`src/rtl/time_date_counter_if.sv`:
```
// Bus between the key/setting FSM (master) and the time/date counter (slave).
// The counter drives the OUT_*, pulse and alarm-readback signals; the master drives the rest.
interface time_date_counter_if;
  logic        HOLD;
  logic        MODE_12H;
  logic        LOAD_TIME;
  logic [17:0] IN_TIME;
  logic        LOAD_DATE;
  logic [15:0] IN_DATE;
  logic [17:0] OUT_TIME;
  logic [15:0] OUT_DATE;
  logic        SEC_TICK;
  logic        LOAD_ERR;
  logic        ALARM_SET;
  logic [16:0] IN_ALARM_TIME;
  logic        ALARM_ON;
  logic [16:0] OUT_ALARM_TIME;
  logic        ALARM_MATCH;

  modport master (
    output HOLD, MODE_12H, LOAD_TIME, IN_TIME, LOAD_DATE, IN_DATE,
           ALARM_SET, IN_ALARM_TIME, ALARM_ON,
    input  OUT_TIME, OUT_DATE, SEC_TICK, LOAD_ERR, OUT_ALARM_TIME, ALARM_MATCH
  );

  modport slave (
    input  HOLD, MODE_12H, LOAD_TIME, IN_TIME, LOAD_DATE, IN_DATE,
           ALARM_SET, IN_ALARM_TIME, ALARM_ON,
    output OUT_TIME, OUT_DATE, SEC_TICK, LOAD_ERR, OUT_ALARM_TIME, ALARM_MATCH
  );
endinterface

```
`src/rtl/time_date_counter.sv`:
```
// Real-time clock/calendar with CLK-rate prescaler, 12/24-hour formatting,
// leap-year aware date roll-over and validated loads.
// Optional alarm compare is enabled by defining TIME_DATE_ALARM_EN.
module time_date_counter #(
  parameter int TICKS_PER_SEC = 100,
  parameter int YEAR_MAX      = 99
) (
  input logic CLK,
  input logic RESET,
  time_date_counter_if.slave bus
);
  localparam int CNT_W = $clog2(TICKS_PER_SEC);
  localparam logic [CNT_W-1:0] TERM = CNT_W'(TICKS_PER_SEC - 1);
  localparam logic [6:0]       YMAX = 7'(YEAR_MAX);

  logic [CNT_W-1:0] cnt_q, cnt_d;
  logic [4:0] hr_q, hr_d;
  logic [5:0] mn_q, mn_d, sc_q, sc_d;
  logic [6:0] yr_q, yr_d;
  logic [3:0] mo_q, mo_d;
  logic [4:0] dy_q, dy_d;
  logic       tick, day_carry, time_ok, date_ok, time_ld, alarm_err;
  logic [4:0] in_hr, ld_hr, disp_hr;
  logic       disp_mer;

  // Year offsets are based at 2000, so year 100 (2100) is not a leap year.
  function automatic logic [4:0] month_len(input logic [3:0] m, input logic [6:0] y);
    case (m)
      4'd2:                      return (y[1:0] == 2'b00 && y != 7'd100) ? 5'd29 : 5'd28;
      4'd4, 4'd6, 4'd9, 4'd11:   return 5'd30;
      default:                   return 5'd31;
    endcase
  endfunction

  // Validate load requests and convert a 12-hour load into the internal 0-23 hour.
  always_comb begin
    in_hr = bus.IN_TIME[16:12];
    ld_hr = in_hr;
    if (bus.MODE_12H) begin
      time_ok = (in_hr >= 5'd1) && (in_hr <= 5'd12);
      if (in_hr == 5'd12) ld_hr = bus.IN_TIME[17] ? 5'd12 : 5'd0;
      else                ld_hr = bus.IN_TIME[17] ? in_hr + 5'd12 : in_hr;
    end else begin
      time_ok = in_hr <= 5'd23;
    end
    time_ok = time_ok && (bus.IN_TIME[11:6] <= 6'd59) && (bus.IN_TIME[5:0] <= 6'd59);
    date_ok = (bus.IN_DATE[8:5] >= 4'd1) && (bus.IN_DATE[8:5] <= 4'd12) &&
              (bus.IN_DATE[4:0] != 5'd0) &&
              (bus.IN_DATE[4:0] <= month_len(bus.IN_DATE[8:5], bus.IN_DATE[15:9])) &&
              (bus.IN_DATE[15:9] <= YMAX);
    time_ld = bus.LOAD_TIME && time_ok;
  end

  // Prescaler, seconds tick and time/date carries. A valid time load swallows
  // a coincident tick; a valid date load wins over a midnight date carry.
  always_comb begin
    cnt_d = cnt_q;
    hr_d = hr_q; mn_d = mn_q; sc_d = sc_q;
    yr_d = yr_q; mo_d = mo_q; dy_d = dy_q;
    day_carry = 1'b0;
    tick = !bus.HOLD && (cnt_q == TERM) && !time_ld;
    if (bus.HOLD || time_ld || cnt_q == TERM) cnt_d = '0;
    else                                      cnt_d = cnt_q + 1'b1;

    if (time_ld) begin
      hr_d = ld_hr;
      mn_d = bus.IN_TIME[11:6];
      sc_d = bus.IN_TIME[5:0];
    end else if (tick) begin
      if (sc_q == 6'd59) begin
        sc_d = 6'd0;
        if (mn_q == 6'd59) begin
          mn_d = 6'd0;
          if (hr_q == 5'd23) begin
            hr_d = 5'd0;
            day_carry = 1'b1;
          end else begin
            hr_d = hr_q + 5'd1;
          end
        end else begin
          mn_d = mn_q + 6'd1;
        end
      end else begin
        sc_d = sc_q + 6'd1;
      end
    end

    if (bus.LOAD_DATE && date_ok) begin
      {yr_d, mo_d, dy_d} = bus.IN_DATE;
    end else if (day_carry) begin
      if (dy_q >= month_len(mo_q, yr_q)) begin
        dy_d = 5'd1;
        if (mo_q == 4'd12) begin
          mo_d = 4'd1;
          yr_d = (yr_q == YMAX) ? 7'd0 : yr_q + 7'd1;
        end else begin
          mo_d = mo_q + 4'd1;
        end
      end else begin
        dy_d = dy_q + 5'd1;
      end
    end
  end

  // Display formatting; MODE_12H only affects this view, never the state.
  always_comb begin
    disp_mer = 1'b0;
    disp_hr  = hr_q;
    if (bus.MODE_12H) begin
      disp_mer = hr_q >= 5'd12;
      if (hr_q == 5'd0)       disp_hr = 5'd12;
      else if (hr_q > 5'd12)  disp_hr = hr_q - 5'd12;
    end
  end

  // State and registered outputs.
  always_ff @(posedge CLK) begin
    if (RESET) begin
      cnt_q <= '0;
      hr_q <= 5'd0; mn_q <= 6'd0; sc_q <= 6'd0;
      yr_q <= 7'd0; mo_q <= 4'd1; dy_q <= 5'd1;
      bus.OUT_TIME <= 18'd0;
      bus.OUT_DATE <= {7'd0, 4'd1, 5'd1};
      bus.SEC_TICK <= 1'b0;
      bus.LOAD_ERR <= 1'b0;
    end else begin
      cnt_q <= cnt_d;
      hr_q <= hr_d; mn_q <= mn_d; sc_q <= sc_d;
      yr_q <= yr_d; mo_q <= mo_d; dy_q <= dy_d;
      bus.OUT_TIME <= {disp_mer, disp_hr, mn_q, sc_q};
      bus.OUT_DATE <= {yr_q, mo_q, dy_q};
      bus.SEC_TICK <= tick;
      bus.LOAD_ERR <= (bus.LOAD_TIME && !time_ok) || (bus.LOAD_DATE && !date_ok) || alarm_err;
    end
  end

`ifdef TIME_DATE_ALARM_EN
  logic [16:0] alarm_q;
  logic        alarm_ok;

  assign alarm_ok  = (bus.IN_ALARM_TIME[16:12] <= 5'd23) &&
                     (bus.IN_ALARM_TIME[11:6] <= 6'd59) && (bus.IN_ALARM_TIME[5:0] <= 6'd59);
  assign alarm_err = bus.ALARM_SET && !alarm_ok;
  assign bus.OUT_ALARM_TIME = alarm_q;

  // Alarm store and match; only tick-driven advances can hit, never a load.
  always_ff @(posedge CLK) begin
    if (RESET) begin
      alarm_q         <= 17'd0;
      bus.ALARM_MATCH <= 1'b0;
    end else begin
      if (bus.ALARM_SET && alarm_ok) alarm_q <= bus.IN_ALARM_TIME;
      bus.ALARM_MATCH <= tick && bus.ALARM_ON && ({hr_d, mn_d, sc_d} == alarm_q);
    end
  end
`else
  logic unused_alarm;
  assign unused_alarm       = ^{bus.ALARM_SET, bus.IN_ALARM_TIME, bus.ALARM_ON};
  assign alarm_err          = 1'b0;
  assign bus.OUT_ALARM_TIME = 17'd0;
  assign bus.ALARM_MATCH    = 1'b0;
`endif
endmodule
```
`src/flat_wrapper.sv`:
```
// flat-port wrapper written by rule: the top's interface ports become plain ports
module time_date_counter_flat 
#(
  parameter int TICKS_PER_SEC = 100,
  parameter int YEAR_MAX      = 99
)
  (CLK, RESET, bus_HOLD, bus_MODE_12H, bus_LOAD_TIME, bus_IN_TIME, bus_LOAD_DATE, bus_IN_DATE, bus_ALARM_SET, bus_IN_ALARM_TIME, bus_ALARM_ON, bus_OUT_TIME, bus_OUT_DATE, bus_SEC_TICK, bus_LOAD_ERR, bus_OUT_ALARM_TIME, bus_ALARM_MATCH);
  time_date_counter_if bus_i ();
  input logic CLK;
  input logic RESET;
  input wire logic [$bits(bus_i.HOLD)-1:0] bus_HOLD;
  input wire logic [$bits(bus_i.MODE_12H)-1:0] bus_MODE_12H;
  input wire logic [$bits(bus_i.LOAD_TIME)-1:0] bus_LOAD_TIME;
  input wire logic [$bits(bus_i.IN_TIME)-1:0] bus_IN_TIME;
  input wire logic [$bits(bus_i.LOAD_DATE)-1:0] bus_LOAD_DATE;
  input wire logic [$bits(bus_i.IN_DATE)-1:0] bus_IN_DATE;
  input wire logic [$bits(bus_i.ALARM_SET)-1:0] bus_ALARM_SET;
  input wire logic [$bits(bus_i.IN_ALARM_TIME)-1:0] bus_IN_ALARM_TIME;
  input wire logic [$bits(bus_i.ALARM_ON)-1:0] bus_ALARM_ON;
  output wire logic [$bits(bus_i.OUT_TIME)-1:0] bus_OUT_TIME;
  output wire logic [$bits(bus_i.OUT_DATE)-1:0] bus_OUT_DATE;
  output wire logic [$bits(bus_i.SEC_TICK)-1:0] bus_SEC_TICK;
  output wire logic [$bits(bus_i.LOAD_ERR)-1:0] bus_LOAD_ERR;
  output wire logic [$bits(bus_i.OUT_ALARM_TIME)-1:0] bus_OUT_ALARM_TIME;
  output wire logic [$bits(bus_i.ALARM_MATCH)-1:0] bus_ALARM_MATCH;
  assign bus_i.HOLD = bus_HOLD;
  assign bus_i.MODE_12H = bus_MODE_12H;
  assign bus_i.LOAD_TIME = bus_LOAD_TIME;
  assign bus_i.IN_TIME = bus_IN_TIME;
  assign bus_i.LOAD_DATE = bus_LOAD_DATE;
  assign bus_i.IN_DATE = bus_IN_DATE;
  assign bus_i.ALARM_SET = bus_ALARM_SET;
  assign bus_i.IN_ALARM_TIME = bus_IN_ALARM_TIME;
  assign bus_i.ALARM_ON = bus_ALARM_ON;
  assign bus_OUT_TIME = bus_i.OUT_TIME;
  assign bus_OUT_DATE = bus_i.OUT_DATE;
  assign bus_SEC_TICK = bus_i.SEC_TICK;
  assign bus_LOAD_ERR = bus_i.LOAD_ERR;
  assign bus_OUT_ALARM_TIME = bus_i.OUT_ALARM_TIME;
  assign bus_ALARM_MATCH = bus_i.ALARM_MATCH;
  time_date_counter #(.TICKS_PER_SEC(TICKS_PER_SEC), .YEAR_MAX(YEAR_MAX)) u_core (.CLK(CLK), .RESET(RESET), .bus(bus_i));
endmodule
```
`config.mk`:
```
export PLATFORM = sky130hd
export DESIGN_NAME = time_date_counter_flat
export DESIGN_NICKNAME = d
export VERILOG_FILES = /design/src/rtl/time_date_counter_if.sv /design/src/rtl/time_date_counter.sv /design/src/flat_wrapper.sv
export SDC_FILE = /design/constraint.sdc
export NUM_CORES = 1
export LEC_CHECK = 0
export ABC_AREA = 1
export ABC_CLOCK_PERIOD_IN_PS = 3370
export CORE_MARGIN = 2
export CORE_UTILIZATION = 55
export CTS_BUF_LIST = sky130_fd_sc_hd__clkbuf_2 sky130_fd_sc_hd__clkbuf_4 sky130_fd_sc_hd__clkbuf_8
export CTS_CLUSTER_SIZE = 8
export DETAILED_ROUTE_END_ITERATION = 10
export MAX_ROUTING_LAYER = met4
export PLACE_DENSITY = 0.88
export SYNTH_ARGS = -nofsm -noshare
export SYNTH_HDL_FRONTEND = slang
export SYNTH_SLANG_ARGS = --single-unit
```
`constraint.sdc`:
```
create_clock -name CLK -period 3.37 [get_ports CLK]
set_input_delay 0.5055 -clock CLK [delete_from_list [all_inputs] [get_ports CLK]]
set_output_delay 0.5055 -clock CLK [all_outputs]
set_load 0.005 [all_outputs]
```
### Word level (Yosys, flattened, before mapping)

Cells that the tools add are included.

| word-level totals | value |
|---|---|
| bits in registers | 76 |
| bits in latches | 0 |
| RAM bits | 0 |
| memory bits (read-only) | 0 |
| input bits | 59 |
| logic and storage cells | 136 |
| memories | 0 |

| operators by class | value |
|---|---|
| $add $sub $neg | 9 |
| multipliers | 0 |
| divide/modulo/power cells | 0 |
| $lt $le $gt $ge | 12 |
| eq/ne operators | 19 |
| shift operators | 0 |
| multiplexer cells | 43 |
| bitwise operators | 1 |
| reduce and logical (&&, ||, !) cells | 40 |

Operator list:

| cell | count |
|---|---|
| $mux W5 | 16 |
| $mux W6 | 7 |
| $mux W7 | 5 |
| $eq A4 B4 Y1 const B | 5 |
| $mux W4 | 5 |
| $pmux W5 S2 | 2 |
| $eq A4 B3 Y1 const B | 4 |
| $logic_and A1 B1 Y1 | 15 |
| $add A7 B1 Y7 const B | 2 |
| $eq A7 B7 Y1 const B | 2 |
| $ne A7 B7 Y1 const B | 2 |
| $add A6 B1 Y6 const B | 2 |
| $eq A6 B6 Y1 const B | 2 |
| $le A6 B6 Y1 const B | 2 |
| $reduce_bool A2 Y1 | 6 |
| $add A5 B1 Y5 const B | 2 |
| $eq A4 B2 Y1 const B | 2 |
| $mux W1 | 8 |
| $reduce_or A4 Y1 | 2 |
| $le A7 B7 Y1 const B | 1 |
| $reduce_and A3 Y1 | 2 |
| $add A5 B4 Y5 const B | 1 |
| $eq A5 B4 Y1 const B | 1 |
| $eq A5 B5 Y1 const B | 1 |
| other kinds (19) | 27 |

### Longest topological paths before layout

| logic depth | value |
|---|---|
| depth in word-level cells | 16 |
| gate-level depth with buffers | 17 |

### Worst setup path before layout

Ideal clock, no wire load.

| path | value |
|---|---|
| path kind | input to register |
| from | input port bus_IN_DATE[8] |
| to | register u_core.yr_q[0] |
| setup time | 0.115 ns |
| data arrival time | 2.300 ns |
| slack | 0.955 ns |
| cell stages on the path | 15 |
| buffers on the path | 1 |
| cell sequence | or2_2 nor3_1 a21oi_1 ha_1 nand2_1 inv_1 nor2_1 nand2_2 nand4_4 buf_2 nand2_1 o21ai_1 nand3_1 nand2_1 nor2_1 |

| between the ends | value |
|---|---|
| cells in the longest elaborated chain, start to end | 9 |
| elaborated cells between the ends (all ways) | 20 |

Ends and longest elaborated chain:

| element | line | text |
|---|---|---|
| from (decl) | flat_wrapper.sv:16 | `input wire logic [$bits(bus_i.IN_DATE)-1:0] bus_IN_DATE;` |
| $eq A4 B3 Y1 or $eq A4 B4 Y1 (tied branches) | time_date_counter.sv:28 | `case (m)` |
| $reduce_or A4 Y1 | time_date_counter.sv:28 |  |
| $pmux W5 S2 | time_date_counter.sv:28 |  |
| $le A5 B5 Y1 | time_date_counter.sv:49 | `(bus.IN_DATE[4:0] <= month_len(bus.IN_DATE[8:5], bus.IN_DATE[15:9])) &&` |
| $logic_and A1 B1 Y1 (*) | time_date_counter.sv:48 | `(bus.IN_DATE[4:0] != 5'd0) &&` |
| $logic_and A1 B1 Y1 (*) | time_date_counter.sv:49 |  |
| $logic_and A1 B1 Y1 (*) | time_date_counter.sv:88 | `if (bus.LOAD_DATE && date_ok) begin` |
| $reduce_bool A2 Y1 (no source line) | - |  |
| $reduce_and A3 Y1 (no source line) | - |  |
| to (signal assigned) | time_date_counter.sv:129 | `yr_q <= yr_d; mo_q <= mo_d; dy_q <= dy_d;` |
| to (decl) | time_date_counter.sv:19 | `logic [6:0] yr_q, yr_d;` |

Every way passes the cells marked *; elsewhere a longest branch is shown, timed or not.
A chain may end at the register's enable or synchronous reset.

### Worst setup path after layout

| path | value |
|---|---|
| from | input port bus_IN_DATE[8] |
| to | register u_core.dy_q[3] |

| between the ends | value |
|---|---|
| cells in the longest elaborated chain, start to end | 8 |
| elaborated cells between the ends (all ways) | 17 |

Ends and longest elaborated chain:

| element | line | text |
|---|---|---|
| $eq A4 B3 Y1 or $eq A4 B4 Y1 (tied branches) | time_date_counter.sv:28 |  |
| $reduce_or A4 Y1 | time_date_counter.sv:28 |  |
| $pmux W5 S2 | time_date_counter.sv:28 |  |
| $le A5 B5 Y1 | time_date_counter.sv:49 |  |
| $logic_and A1 B1 Y1 (*) | time_date_counter.sv:48 |  |
| $logic_and A1 B1 Y1 (*) | time_date_counter.sv:49 |  |
| $logic_and A1 B1 Y1 (*) | time_date_counter.sv:88 |  |
| $mux W5 or $reduce_bool A2 Y1 (tied branches) | - |  |
| to (signal assigned) | time_date_counter.sv:129 |  |
| to (decl) | time_date_counter.sv:21 | `logic [4:0] dy_q, dy_d;` |

Marked as above.

==> results.tsv <==
metric	value	unit
run_status	finished, final reports clean	
fillers	652	
finalNetCount	796	
post-route-drc-count	0	
drv_slew	0	
clockRootBuffer	clkbuf_8	
initial_core_util	0.569	
synth_common_cells	138 x nand2_1, 90 x inv_1, 85 x nor2_1	
cap_violations	0	
numPortBuffers	75	
ys_seq_area_frac	0.344	
fin_setup_tns	0	ns
cp_max_fo	16	
finalCritPeriodShare	0.863	
antenna_cells	0	
worstSetupPathType	input port to flip-flop	
clk_pin_slew	0.08	ns
layout-drive-gt1-share	0.0571	
rows	32	
grt_usage	0.245	
drt_iter0_drc	135	
crit_slowest_cell	clkdlybuf4s50_1	
synth-compound-area-share	0.0789	
syn_area_per_cell	6.87	µm²
die_h	93.7	µm
wl	10.1	mm
final_area	5370	µm²
tightest_slew	0.592	ns
clk_latency	0.35	ns
synthFlopType	dfxtp_1	
antenna_found_initial	0	
cts_tree	yes	
critPathRequiredTime	3.66	ns
htreeDepth	3	
core	7770	µm²
fmax	0.344	GHz
rsz0062_at_grt	no	
cpMostUsedCell	nand2_1	
crit_buf_inv	2	
synth_area_leaders	dfxtp_1 34%, nand2_1 12%, inv_1 7.6%	
muxShareOfSynthArea	0.00226	
cts_buffer_depth	2	
dieWidth	93.7	µm
viasPerCell	5.24	
ir_drop	0.245	mV
firstDrtPassIters	5	
post-place-ws	0.114	ns
synthSimpleGateAreaFrac	0.333	
yosys.area_share.adder	0.0651	
cp-end-kind	flip-flop	
cp_top_family	simple AND/OR/NAND/NOR gates	
placed_area	5140	µm²
place_congestion	0.886	
arrival	3.20	ns
multi_input_area	2360	µm²
yosysUniqueCellTypes	39	
slowest_delay	0.48	ns
fin_skew	0.00743	ns
overflow	0	
startpoint_type	input port	
synth_seq_cells	76	
path_cells	clkdlybuf4s50_1 -> or2_2 -> nor3_1 -> a21oi_1 -> ha_1 -> nand2_1 -> inv_1 -> nor2_1 -> nand2_2 -> nand4_4 -> nand2_1 -> o21ai_0 -> nand2_1 -> a21oi_1	
p_per_area	405	nW/µm²
fin_ws	0.461	ns
grt_pass1_vias	4032	
synth_top_family_by_area	simple AND/OR/NAND/NOR gates	
power.total	2180	µW
cts_sinks	76	
slew_headroom	0.605	
grt_pass1_wl	16.9	mm
hold_class	flip-flop to flip-flop	
postCtsSetupRepairBufs	0	
synth-xor-area-share	0.0396	
wire_per_inst	12.4	µm
min_period	2.91	ns
ys_async_sr_fraction	0	
ant_nets	0	
hold_violations	0	
numCtsBuffers	9	
synth_warnings	0	
yosysTopAreaCellShare	0.344	
synth_most_common_cell	nand2_1	
cts_hold_buf	0	
seqCellArea	1520	µm²
synthCells	644	
dp_hpwl	7.35	mm
syn_to_final_growth	21.4	%
setup_violations	0	
num_io_pins	113	
num_vias	4300	
die-area	8780	µm²
synth_area	4420	µm²
grt_max_degree	37	
ctsResizeCount	0	
p_leak	0.00252	µW
yosysTopAreaCell	dfxtp_1	
synth_edf_count	0	
-- worst register-to-register path, delay by kind of cell, from the launching register on --
kind,cells,cell delay (ns)
buf+inv,2,0.18
compound gates,6,1.15
flops,1,0.43
simple gates,3,0.46
fa+ha+maj,2,0.48
-- cell type report --
class,count,share of cell area
Timing Repair Buffer,79,0.145
Clock buffer,11,0.0282
Clock inverter,4,0.0135
Tap cell,102,0.0238
Multi-Input combinational cell,454,0.440
Sequential cell,76,0.283
Inverter,94,0.0657
-- where the power goes --
group	switching (µW)	internal, µW
combinational	232	175
clock	330	452
sequential	40.9	945
-- state kept, by name, summed over array words and instances, names as in the netlist --
| register | cells |
|---|---|
| u_core.hr_q | 5 |
| u_core.bus.SEC_TICK | 1 |
| u_core.bus.OUT_DATE | 16 |
| u_core.dy_q | 5 |
| u_core.yr_q | 7 |
| u_core.bus.LOAD_ERR | 1 |
| u_core.mo_q | 4 |
| u_core.bus.OUT_TIME | 18 |
| u_core.cnt_q | 7 |
| u_core.sc_q | 6 |
| u_core.mn_q | 6 |
-- per-layer routing --
metal	up-vias	GRT usage	part of all wire
met4	0	0.100	0.020
met5	-	-	0
met2	183	0.442	0.50
met3	21	0.0449	0.072
li1	2137	-	-
met1	1959	0.265	0.41
-- placed cells by master, fill, tap and decap left out, types with 5 or more instances in the layout --
cell type        synthesis  routed
nand2_1                138     138
inv_1                   90      90
nor2_1                  85      85
dfxtp_1                 76      76
clkdlybuf4s50_1          0      75
nand3_1                 66      66
o21ai_0                 25      25
a21oi_1                 24      24
ha_1                    23      23
xor2_1                  19      19
conb_1                   1      18
nand4_1                 14      14
clkbuf_8                 0      11
nor3_1                   8       8
nor2_2                   5       5
-- kinds of logic after synthesis --
| logic type | after synthesis |
|---|---|
| AOI/OAI and AO/OA | 62 |
| xor gates and xnor gates | 20 |
| adders and majority gates | 23 |
| buffers and inverters | 131 |
| DFF | 76 |
| muxes | 1 |
| other | 1 |
| and+or+nand+nor | 330 |
-- worst paths after layout --
check	startpoint	endpoint	slack [ns]	cells past startpoint
setup / recovery	bus_IN_DATE[8]	u_core.dy_q[3]	0.46	14
hold / removal	u_core.cnt_q[0]	u_core.cnt_q[0]	0.45	1
setup reg to reg	u_core.mo_q[0]	u_core.dy_q[3]	0.61	13
hold reg to reg	u_core.cnt_q[0]	u_core.cnt_q[0]	0.45	1
-- through the flow --
stage,cells,hold slack (ns),utilization
after floorplan,661,0.418,-
after global placement,805,0.429,0.662
after detailed placement,805,0.448,0.662
after CTS,820,0.459,0.691
after global routing,820,0.478,0.691
final,820,0.453,0.691
(Power assumes the default switching activity.)
